**src/rtl/uart_tx_sched.sv**
```systemverilog
// uart_tx_sched
// Round-robin scheduler that shares one UART transmitter among N_REQ byte
// producers. One byte is accepted per frame through a valid/ready handshake,
// handed to the transmitter as a one-cycle tx_valid pulse, and further grants
// are held off until the transmitter has had time to return to idle.
//
// Ports
//   CLK          clock, all logic on the rising edge
//   RESET        synchronous active-low reset
//   req_valid    per-requester byte available
//   req_data     requester i byte at [8*i+7:8*i]
//   req_ready    one-hot accept strobe (combinational, IDLE only)
//   tx_data      registered byte to the transmitter
//   tx_valid     registered one-cycle start pulse
//   busy         high while a frame is being issued or waited out
//   grant_id     index of the last granted requester
//   frames_sent  wrapping count of issued frames
//
// state   | meaning
// S_IDLE  | arbitrate; accept one byte if any requester is valid
// S_ISSUE | tx_valid high for one cycle, load frame wait counter
// S_WAIT  | hold off grants until the transmitter is idle again

module uart_tx_sched #(
  parameter int N_REQ        = 4,
  parameter int FRAME_CYCLES = 10,
  parameter int CNT_W        = 16
) (
  input  logic                 CLK,
  input  logic                 RESET,
  input  logic [N_REQ-1:0]     req_valid,
  input  logic [8*N_REQ-1:0]   req_data,
  output logic [N_REQ-1:0]     req_ready,
  output logic [7:0]           tx_data,
  output logic                 tx_valid,
  output logic                 busy,
  output logic [2:0]           grant_id,
  output logic [CNT_W-1:0]     frames_sent
);

  localparam int WAIT_W = (FRAME_CYCLES > 2) ? $clog2(FRAME_CYCLES) : 1;

  typedef enum logic [1:0] {
    S_IDLE  = 2'd0,
    S_ISSUE = 2'd1,
    S_WAIT  = 2'd2
  } state_t;

  state_t            state, state_nx;
  logic [WAIT_W-1:0] wait_cnt;
  logic              sel_found;
  logic [2:0]        sel_idx;
  logic [7:0]        sel_byte;

  // Round-robin pick: first valid requester at offset 1..N_REQ from the last
  // grant. Constant indices only, so every select unrolls to a fixed mux.
  always_comb begin
    sel_found = 1'b0;
    sel_idx   = '0;
    sel_byte  = '0;
    for (int k = 1; k <= N_REQ; k++) begin
      for (int i = 0; i < N_REQ; i++) begin
        if (!sel_found && req_valid[i] &&
            (i == ((int'(grant_id) + k) % N_REQ))) begin
          sel_found = 1'b1;
          sel_idx   = 3'(i);
        end
      end
    end
    for (int i = 0; i < N_REQ; i++) begin
      if (sel_idx == 3'(i)) sel_byte = req_data[8*i +: 8];
    end
  end

  always_comb begin
    state_nx  = state;
    req_ready = '0;
    case (state)
      S_IDLE: begin
        if (sel_found) begin
          state_nx = S_ISSUE;
          for (int i = 0; i < N_REQ; i++) begin
            req_ready[i] = (sel_idx == 3'(i));
          end
        end
      end
      S_ISSUE: state_nx = S_WAIT;
      // Leave on the edge where the decremented count reaches zero, giving
      // FRAME_CYCLES-1 wait cycles and an 11-cycle pulse spacing at default.
      S_WAIT: if (wait_cnt <= WAIT_W'(1)) state_nx = S_IDLE;
      default: state_nx = S_IDLE;
    endcase
  end

  always_ff @(posedge CLK) begin
    if (!RESET) begin
      state       <= S_IDLE;
      tx_valid    <= 1'b0;
      tx_data     <= '0;
      grant_id    <= 3'(N_REQ - 1);
      frames_sent <= '0;
      wait_cnt    <= '0;
    end else begin
      state    <= state_nx;
      tx_valid <= (state == S_IDLE) && sel_found;
      case (state)
        S_IDLE: begin
          if (sel_found) begin
            tx_data  <= sel_byte;
            grant_id <= sel_idx;
          end
        end
        S_ISSUE: begin
          frames_sent <= frames_sent + 1'b1;
          wait_cnt    <= WAIT_W'(FRAME_CYCLES - 1);
        end
        S_WAIT: wait_cnt <= wait_cnt - 1'b1;
        default: ;
      endcase
    end
  end

  assign busy = (state != S_IDLE);

endmodule

```
**config.mk**
```make
export PLATFORM = sky130hd
export DESIGN_NAME = uart_tx_sched
export DESIGN_NICKNAME = d
export VERILOG_FILES = /design/src/rtl/uart_tx_sched.sv
export SDC_FILE = /design/constraint.sdc
export NUM_CORES = 1
export LEC_CHECK = 0
export CAP_MARGIN = 5
export CORE_AREA = 4 4 82 84
export DETAILED_ROUTE_END_ITERATION = 8
export DIE_AREA = 0 0 86 88
export HOLD_SLACK_MARGIN = 0.15
export RECOVER_POWER = 50
export SYNTH_ARGS = -nofsm -noshare
export SYNTH_HDL_FRONTEND = slang
export SYNTH_SLANG_ARGS = --single-unit
```
**constraint.sdc**
```tcl
create_clock -name CLK -period 2.49 [get_ports CLK]
set_input_delay 0.249 -clock CLK [delete_from_list [all_inputs] [get_ports CLK]]
set_output_delay 0.249 -clock CLK [all_outputs]
set_load 0.03 [all_outputs]
```
==> impl_results.md <==
* DR vias/cell at 4.947
* Cell taking the most area after synthesis: dfxtp_1
* Initial DRC count at 79
* CTS root buf: clkbuf_8
* CTS resizes at 0
* Post-CTS setup repair buffer count at 0
* DRT Wirelength at 5414 um
* P&R area growth vs syn at 46.79%
* DIE WIDTH at 86 um
* Number of synthesized flops with an enable pin at 0
* Final setup violation count at 0
* Detailed Place HPWL at 4251 um
* Layout Nets at 362
* CORE AREA at 0.005921 mm2
* Tmin final at 2313 ps
* Fin Clk Skew at 6.765 ps
* Yosys reg bits at 33
* Num rows at 28
* Fin. Hold Viols at 0
* Clock sink total at 33
* Hold_ws at 493.4 ps
* Max-slew violations at 0
* CTS Buf Count at 5
* Crit path required time at 2240 ps
* Total track usage at 0.1524
* DP Area at 0.002859 mm2
* Clock Pin Slew Worst Setup and Hold Paths at 70 ps
* Setup crit start kind: input pin
* Final setup margin at 177.3 ps
* Commonest cells after routing, fill and taps aside: clkdlybuf4s50_1, dfxtp_1, buf_4, dlygate4sd3_1
* Worst setup EP type: output port
* GRT overflow at 0
* Overall Power at 1.868 mW
* Top_reg_cell synth: dfxtp_1
* Highest clock rate at 432.4 MHz
* Static Leakage at 1.196 nW
* Commonest non-fill, non-tap cell in the layout: clkdlybuf4s50_1
* Synth top area cells: dfxtp_1, and2_1, ha_1, a21oi_1, o21ai_0
* Fraction of layout cells with a size suffix above 1 at 0.1258
* Number of global-route vias before repair at 1906
* DP Worst Slack at 190.9 ps
* Longest Clk Path Bufs at 2
* Area occupied by multi-input gates at 0.001235 mm2
* Mapped Nets at 281
* Register area at 660.6 um2
* First-pass GRT wire length at 9073 um
* CTS tree: done
* Fin crit share at 0.9288
* First-pass iteration count of the detailed router at 4
* Async set or reset register ratio after synthesis at 0
* Hold Crit Class: flip-flop to flip-flop
* Number of port buffers at 69
* Vias at 1944
* Synth Instances at 236
* Synth warn at 0
* Fill count at 576
* Setup TNS at 0 ps
* Status: complete, no violations
* WS Path Type: input pin to output port
* # DRC at 0
* Peak supply drop at 0.3269 mV
* Worst relative slew slack at 0.5879
* Starting density of the core at 0.3419
* Fin area at 0.002972 mm2
* CP max FO at 6
* Worst-Margin Slew at 616.2 ps
* RePlAce Congestion at 0.8527
* Die Ht at 88 um
* I/O pin total at 71
* Crit path DAT at 2060 ps
* Antenna violations before repair at 0
* Register area share after synthesis at 0.3263
* Avg WL per Cell at 13.78 um
* Synthesized area per cell at 8.578 um2
* Hold-fix buffers at CTS at 0
* Synth top area share at 0.3263
* Synthesized area at 0.002024 mm2
* RSZ-0062 raised after global routing: no
* Die Area at 0.007568 mm2
* N_diodes at 0
* Largest net degree at the start of global routing at 20
* Skew-Pair Late Insertion Delay at 290 ps
* Power Density at 628.5 mW/mm2
* Synth cell types at 55
* H-tree levels at 2
* MaxCap Viol Count at 0
* Post-DRT Antenna Nets at 0
## final cells by class
| class | count | area share |
|---|---|---|
| Inverter | 13 | 0.01642 |
| Tap cell | 75 | 0.03158 |
| Timing Repair Buffer | 87 | 0.2749 |
| Clock inverter | 1 | 0.01011 |
| Clock buffer | 7 | 0.02905 |
| Sequential cell | 33 | 0.2223 |
| Multi-Input combinational cell | 177 | 0.4156 |
## per-stage QoR
| step | util | cells |
|---|---|---|
| 6_report | 0.5019 | 393 |
| 5_1_grt | 0.5019 | 393 |
| 4_1_cts | 0.5025 | 393 |
| 3_5_place_dp | 0.4829 | 385 |
| 3_3_place_gp | 0.4829 | 385 |
| 2_1_floorplan | - | 236 |
## cells by family after synthesis
family	Yosys count	synth area share
compound gates	66	0.2237
fa+ha+maj	7	0.04326
buf+inv	26	0.06366
simple gates	89	0.2794
xor+xnor	12	0.05192
flops	33	0.3263
mux	2	0.009889
other cells	1	0.001852
## report_power, final
| group | total, mW | leakage, nW | internal (mW) | switching (mW) |
|---|---|---|---|---|
| clock | 0.520 | 0.0585 | 0.326 | 0.194 |
| sequential | 0.644 | 0.270 | 0.586 | 0.0586 |
| combinational | 0.703 | 0.868 | 0.319 | 0.384 |
| total | 1.87 | 1.20 | 1.23 | 0.637 |
## sequential cells by signal, summed over array words and instances, names as in the netlist
signal       cells
wait_cnt         4
tx_data          8
grant_id         2
tx_valid         1
frames_sent     16
state            2
## layer usage
layer  share of wire  track usage  vias up
li1                -            -     1004
met1            0.46       0.1898      859
met2            0.42       0.2249       70
met3           0.095      0.06679       11
met4           0.022      0.07338        0
met5               0            0        -
## cells in the mapped netlist (2+ instances only)
library cell,number
nor3_2,3
mux2i_1,2
ha_1,7
nand3_1,4
a31oi_1,3
nor4b_1,4
xnor2_1,7
nand2b_1,6
nor2b_1,6
nand2_1,12
and3b_1,4
o21ai_0,13
clkbuf_1,4
o31ai_1,5
a221oi_1,5
o211ai_1,4
buf_2,4
buf_4,3
a21oi_1,14
buf_6,2
and2_1,14
dfxtp_1,33
nand4_1,3
o211a_1,2
a21boi_1,3
or3_1,7
xor2_1,5
nor2_1,11
o21a_1,4
nand3b_1,2
o21ai_1,2
inv_1,13
nor3_1,3
## critical path, stage by stage
cell	delay, ps
clkdlybuf4s50_1	610
nand2b_1	130
a221oi_2	260
nand2b_1	170
nor2_1	50
clkdlybuf4s50_1	590
## final timing paths
path | startpoint | end | slack, ps | cells after the start
max reg2reg | state[1] | frames_sent[13] | 630 | 7
min | frames_sent[15] | frames_sent[15] | 490 | 2
min reg2reg | frames_sent[15] | frames_sent[15] | 490 | 2
max | req_valid[1] | req_ready[3] | 180 | 6
(Power assumes the default switching activity.)
